===== src/rtl/jesd_loopback_mux.sv =====
// JESD loopback selector: picks the ADC-side output from link ADC data,
// narrowed and delayed DAC data, a ramp pattern or zeros, with blanked
// mode switching and a sticky gap flag for the loopback source.
module jesd_loopback_mux #(
   parameter int NUM_LANES = 4,
   parameter int DAC_W     = 32,
   parameter int ADC_W     = 16,
   parameter int DEPTH     = 16,
   parameter int BLANK_CYC = 8
) (
   input  logic                          link_clk,
   input  logic                          rst,
   input  logic [1:0]                    ctrl_mode,
   input  logic [$clog2(DEPTH)-1:0]      ctrl_delay,
   input  logic                          status_clr,
   input  logic                          dac_valid,
   input  logic [NUM_LANES*DAC_W-1:0]    dac_data,
   input  logic                          adc_valid_in,
   input  logic [NUM_LANES*ADC_W-1:0]    adc_data_in,
   output logic                          adc_valid,
   output logic [NUM_LANES*ADC_W-1:0]    adc_data,
   output logic [1:0]                    status_mode,
   output logic                          status_switching,
   output logic                          status_gap
);

   localparam int DATA_W = NUM_LANES * ADC_W;
   localparam int BC_W   = (BLANK_CYC > 1) ? $clog2(BLANK_CYC) : 1;

   localparam logic [1:0] MODE_BYPASS = 2'b00;
   localparam logic [1:0] MODE_LOOP   = 2'b01;
   localparam logic [1:0] MODE_RAMP   = 2'b10;
   localparam logic [1:0] MODE_ZERO   = 2'b11;

   typedef enum logic {RUN, BLANK} state_t;

   state_t              state_reg, state_next;
   logic [1:0]          mode_reg, mode_next;
   logic [1:0]          pending_reg, pending_next;
   logic [BC_W-1:0]     blank_cnt_reg, blank_cnt_next;
   logic [ADC_W-1:0]    ramp_cnt_reg, ramp_cnt_next;
   logic [DATA_W-1:0]   out_data_reg, out_data_next;
   logic                out_valid_reg, out_valid_next;
   logic                gap_reg, gap_next;

   logic [DATA_W-1:0]   narrow_data;
   logic [DATA_W-1:0]   ramp_data;
   logic [DATA_W-1:0]   dl_data [DEPTH];
   logic [DEPTH-1:0]    dl_valid;
   logic [DATA_W-1:0]   tap_data;
   logic                tap_valid;

   // Per-lane round-half-up narrowing; only the positive side can overflow.
   for (genvar gi = 0; gi < NUM_LANES; gi++) begin : g_lane
      logic [ADC_W-1:0] top;
      logic             rnd;
      logic [ADC_W:0]   sum;
      assign top = dac_data[gi*DAC_W + DAC_W - 1 -: ADC_W];
      assign rnd = dac_data[gi*DAC_W + DAC_W - ADC_W - 1];
      assign sum = {top[ADC_W-1], top} + {{ADC_W{1'b0}}, rnd};
      assign narrow_data[gi*ADC_W +: ADC_W] = (sum[ADC_W] != sum[ADC_W-1]) ?
                                              {1'b0, {(ADC_W-1){1'b1}}} : sum[ADC_W-1:0];
      assign ramp_data[gi*ADC_W +: ADC_W] = ramp_cnt_reg + ADC_W'(gi);
   end

   // Entry 0 is the narrowing register; the tap at ctrl_delay=0 gives latency 2.
   assign tap_data  = dl_data[ctrl_delay];
   assign tap_valid = dl_valid[ctrl_delay];

   // Delay line shifts every cycle regardless of the applied mode.
   always_ff @(posedge link_clk) begin
      if (rst) begin
         for (int i = 0; i < DEPTH; i++) begin
            dl_data[i] <= '0;
         end
         dl_valid <= '0;
      end else begin
         dl_data[0]  <= dac_valid ? narrow_data : '0;
         dl_valid[0] <= dac_valid;
         for (int i = 1; i < DEPTH; i++) begin
            dl_data[i] <= dl_data[i-1];
         end
         dl_valid[DEPTH-1:1] <= dl_valid[DEPTH-2:0];
      end
   end

   // Mode FSM: a change restarts the blank; the pending mode is applied at its end.
   always_comb begin
      state_next     = state_reg;
      mode_next      = mode_reg;
      pending_next   = pending_reg;
      blank_cnt_next = blank_cnt_reg;
      case (state_reg)
         RUN: begin
            if (ctrl_mode != mode_reg) begin
               state_next     = BLANK;
               pending_next   = ctrl_mode;
               blank_cnt_next = '0;
            end
         end
         BLANK: begin
            if (ctrl_mode != pending_reg) begin
               pending_next   = ctrl_mode;
               blank_cnt_next = '0;
            end else if (blank_cnt_reg == BC_W'(BLANK_CYC - 1)) begin
               state_next = RUN;
               mode_next  = pending_reg;
            end else begin
               blank_cnt_next = blank_cnt_reg + 1'b1;
            end
         end
         default: state_next = RUN;
      endcase
   end

   // Output select follows the mode that will be applied after this edge,
   // so the new mode's data lands on the first cycle after the blank.
   always_comb begin
      out_data_next  = '0;
      out_valid_next = 1'b0;
      ramp_cnt_next  = '0;
      if (state_next == RUN) begin
         case (mode_next)
            MODE_BYPASS: begin
               out_data_next  = adc_data_in;
               out_valid_next = adc_valid_in;
            end
            MODE_LOOP: begin
               out_data_next  = tap_data;
               out_valid_next = tap_valid;
            end
            MODE_RAMP: begin
               out_data_next  = ramp_data;
               out_valid_next = 1'b1;
               ramp_cnt_next  = ramp_cnt_reg + 1'b1;
            end
            MODE_ZERO: begin
               out_valid_next = 1'b1;
            end
            default: out_valid_next = 1'b0;
         endcase
      end
      gap_next = ((state_reg == RUN) && (mode_reg == MODE_LOOP) && !tap_valid) ||
                 (gap_reg && !status_clr);
   end

   // State and output registers.
   always_ff @(posedge link_clk) begin
      if (rst) begin
         state_reg     <= RUN;
         mode_reg      <= MODE_BYPASS;
         pending_reg   <= MODE_BYPASS;
         blank_cnt_reg <= '0;
         ramp_cnt_reg  <= '0;
         out_data_reg  <= '0;
         out_valid_reg <= 1'b0;
         gap_reg       <= 1'b0;
      end else begin
         state_reg     <= state_next;
         mode_reg      <= mode_next;
         pending_reg   <= pending_next;
         blank_cnt_reg <= blank_cnt_next;
         ramp_cnt_reg  <= ramp_cnt_next;
         out_data_reg  <= out_data_next;
         out_valid_reg <= out_valid_next;
         gap_reg       <= gap_next;
      end
   end

   assign adc_data         = out_data_reg;
   assign adc_valid        = out_valid_reg;
   assign status_mode      = mode_reg;
   assign status_switching = (state_reg == BLANK);
   assign status_gap       = gap_reg;

endmodule


===== config.mk =====
export PLATFORM = sky130hd
export DESIGN_NAME = jesd_loopback_mux
export DESIGN_NICKNAME = d
export VERILOG_FILES = /design/src/rtl/jesd_loopback_mux.sv
export SDC_FILE = /design/constraint.sdc
export NUM_CORES = 2
export LEC_CHECK = 0
export BUFFER_PORTS_ARGS = -buffer_cell sky130_fd_sc_hd__buf_4
export CAP_MARGIN = 20
export CELL_PAD_IN_SITES_DETAIL_PLACEMENT = 1
export CELL_PAD_IN_SITES_GLOBAL_PLACEMENT = 1
export CORE_MARGIN = 4
export CORE_UTILIZATION = 40
export DETAILED_ROUTE_END_ITERATION = 8
export PLACE_DENSITY = 0.63
export SLEW_MARGIN = 5
export SYNTH_ARGS = -nofsm -noshare
export SYNTH_HDL_FRONTEND = slang
export SYNTH_SLANG_ARGS = --single-unit

===== constraint.sdc =====
create_clock -name link_clk -period 7.1 [get_ports link_clk]
set_clock_uncertainty 0.1 [all_clocks]
set_input_delay 2.13 -clock link_clk [delete_from_list [all_inputs] [get_ports link_clk]]
set_output_delay 2.13 -clock link_clk [all_outputs]
set_load 0.1 [all_outputs]

==> results.cfg <==
[status]
run_status = finished clean

[critical_path]
critical_path.most_common_cell = sky130_fd_sc_hd__buf_4
worstPathMaxFanout = 38
startpoint_type = input pin
worstSetupPathType = in -> reg
crit_path_max_incr_delay_ns = 0.90
critical_path.cell_chain = buf_4 -> xnor2_1 -> and4_1 -> mux2i_4 -> buf_4 -> o211ai_1 -> a31oi_1
crit_end_category = flip-flop
cp_slowest_cell = sky130_fd_sc_hd__mux2i_4
worst_path_buf_inv = 2
cpLargestDelayFamily = multiplexers
crit_required_ns = 7.60
endpoint_arrival_time_on_the_critical_path_ns = 4.98

[timing]
final.hold.worst_slack_ns = 0.3553
timing.final.setup_violations = 0
rsz0062_at_grt = false
finalCriticalPeriod_ns = 4.481
maxSlewHeadroom_pct = 28.62
max_freq_ghz = 0.2232
final_critical_path_setup_slack_ns = 2.619
drv_slew = 0
min_period_over_period_pct = 63.11
timing_worst_slew_pin_value_ns = 1.071
setup_tns_ns = 0
hold_viol_final = 0

[clock_network]
ctsLongestPathBuffers = 3
clock_latency_ns = 0.69
worst_setup_hold_path_clk_slew_ns = 0.06
numCtsBuffers = 118
clkSinkCount = 1130
postCtsHoldBufs = 0
cts_root_buffer = sky130_fd_sc_hd__clkbuf_16
cts-resized-gates = 0
htree_num_levels = 3
post-cts-setup-buffer-count = 0
tritoncts = done

[route]
drt_pre_antenna_iters = 6
vias = 25668
routed_wl_mm = 110.7
ant_nets = 0
drt-wirelength-per-cell_microns = 22.17
via_per_inst = 5.139
drt_drc_violations_left = 0
drtIter0Drc = 1825

[power]
worst_ir_drop_vdd_mv = 0.1855
power-per-cell-area_mw_per_mm2 = 281.9
total_power_mw = 13.38
total_leakage_power_nw = 18.32

[die]
start_util_pct = 40.48
die_width_microns = 327.0
core_sq_mm = 0.1006
pin_count = 272
area_of_the_die_sq_mm = 0.1070
placement_rows = 116
die_h_microns = 327.0

[worst_hold_path]
hold_path.class = reg -> reg

[synth]
asyncSetResetFlopFracSynth_pct = 0
biggest_area_contributors_in_the_synthesized_netlist = sky130_fd_sc_hd__dfxtp_1 (56%), sky130_fd_sc_hd__nor2b_1 (15%), sky130_fd_sc_hd__mux4_2 (14%), sky130_fd_sc_hd__a22oi_1 (1.6%), sky130_fd_sc_hd__clkbuf_1 (1.6%)
yosys.area.top_type_share_pct = 55.56
synthesis.area_sq_mm = 0.04072
ys_seq_area_share_pct = 55.56
ys_ff_latch = 1130
synth.lib_cells_used.distinct = 51
synth.yosys.warnings = 0
synth.avg_cell_area_sq_um = 11.91
flip_flop_cell_with_the_highest_count_after_synthesis = sky130_fd_sc_hd__dfxtp_1
postSynthCellCount = 3418
synth_top_area_cell = sky130_fd_sc_hd__dfxtp_1
synth_edf_count = 0
syn-num-nets = 3635

[cells_and_area]
layout-drive-gt1-share_pct = 19.64
finalNonFillerCells = 4995
synthToLayoutAreaGrowth_pct = 16.53
largest_reg_flops = 1024
final_nets = 3758
top_register = dl_data

[placement]
hpwl_after_detailed_placement_mm = 72.51
buffer_ports.inserted = 211
place_ws_ns = 1.956
gp_congestion = 0.8175
placed_cells_incl_taps = 4777

[global_routing]
globalRouteMet2Util_pct = 32.99
antenna_violations_before_repair = 5
grt_usage_pct = 20.47
pin_count_of_the_biggest_net_entering_global_routing = 215
grt_first_pass_wirelength_mm = 170.2
grt_util_met1_pct = 27.82
first_global_vias = 28249
gr-max-usage-layer = met2
grt.met3_usage_pct = 4.079
overflow = 0

[run]
cap_violations = 0
[final cells by class]
type,instances,area (sq um)
diodes,2,5.005
clock inverters,39,508.0
fillers,10377,53140
repair buffers,255,2037
flip-flops and latches,1130,22620
clock buffers,176,3505
inverters,17,63.81
well taps,1357,1698
multi-input cells,2019,17010
[layer usage]
| metal | routed length (microns) | share of wire, % |
|---|---|---|
| met2 | 50710 | 46 |
| met3 | 5977 | 5.4 |
| met1 | 50760 | 46 |
| met5 | 0 | 0 |
| met4 | 3272 | 3.0 |
[cells in the final DEF, fill, tap and decap left out, types with 28 or more instances in the layout]
| cell | instances |
|---|---|
| sky130_fd_sc_hd__a22oi_1 | 89 |
| sky130_fd_sc_hd__nand2_1 | 116 |
| sky130_fd_sc_hd__xor2_1 | 62 |
| sky130_fd_sc_hd__nand3_1 | 34 |
| sky130_fd_sc_hd__a21oi_1 | 50 |
| sky130_fd_sc_hd__a222oi_1 | 53 |
| sky130_fd_sc_hd__mux2i_1 | 39 |
| sky130_fd_sc_hd__clkbuf_16 | 121 |
| sky130_fd_sc_hd__buf_4 | 244 |
| sky130_fd_sc_hd__dfxtp_1 | 1130 |
| sky130_fd_sc_hd__nor2b_1 | 993 |
| sky130_fd_sc_hd__clkbuf_8 | 29 |
| sky130_fd_sc_hd__clkbuf_1 | 28 |
| sky130_fd_sc_hd__mux4_2 | 249 |
| sky130_fd_sc_hd__nor2_1 | 103 |
| sky130_fd_sc_hd__xnor2_1 | 39 |
[report_power, final]
part           switching (mW)  internal [mW]
Clock                    2.54           3.79
Sequential             0.0308           6.39
Combinational           0.399          0.221
Total                    2.97           10.4
[cells by family (layout without fill, tap and decap cells)]
family,after synthesis,count (layout),synth area share [%]
compound gates,254,254,4.659
xor+xnor,101,101,2.173
fa+ha+maj,14,14,0.4302
buf+inv,269,487,2.766
flops,1130,1130,55.56
mux,300,300,15.10
other cells,0,2,0
simple gates,1350,1350,19.31
[cells in the mapped netlist (18+ instances only)]
cell type and count:
sky130_fd_sc_hd__nand2b_1 18, sky130_fd_sc_hd__a21oi_1 50, sky130_fd_sc_hd__buf_2 59, sky130_fd_sc_hd__mux2i_1 40
sky130_fd_sc_hd__xnor2_1 39, sky130_fd_sc_hd__nand4_1 21, sky130_fd_sc_hd__a222oi_1 53, sky130_fd_sc_hd__clkbuf_1 177
sky130_fd_sc_hd__mux4_2 249, sky130_fd_sc_hd__nor2_1 104, sky130_fd_sc_hd__nand2_1 116, sky130_fd_sc_hd__and3_1 18
sky130_fd_sc_hd__xor2_1 62, sky130_fd_sc_hd__nor2b_1 995, sky130_fd_sc_hd__nand3_1 34, sky130_fd_sc_hd__a22oi_1 89
sky130_fd_sc_hd__dfxtp_1 1130
[metrics by stage]
stage / util [%] / area, sq um
3_5_place_dp: 43.15 / 43400
4_1_cts: 47.14 / 47410
3_3_place_gp: 43.15 / 43400
6_report: 47.17 / 47450
5_1_grt: 47.17 / 47440
2_1_floorplan: - / 40720
[final timing paths]
kind,startpoint,end,slack (ns),cells past startpoint
worst max-delay path,ctrl_mode[0],adc_data[0],2.62,7
worst min-delay path,dl_data[8][8],dl_data[9][8],0.36,1
worst max register to register,ramp_cnt_reg[3],adc_data[29],3.62,5
worst min register to register,dl_data[8][8],dl_data[9][8],0.36,1
Note: power is estimated with default switching activity, not from simulation.
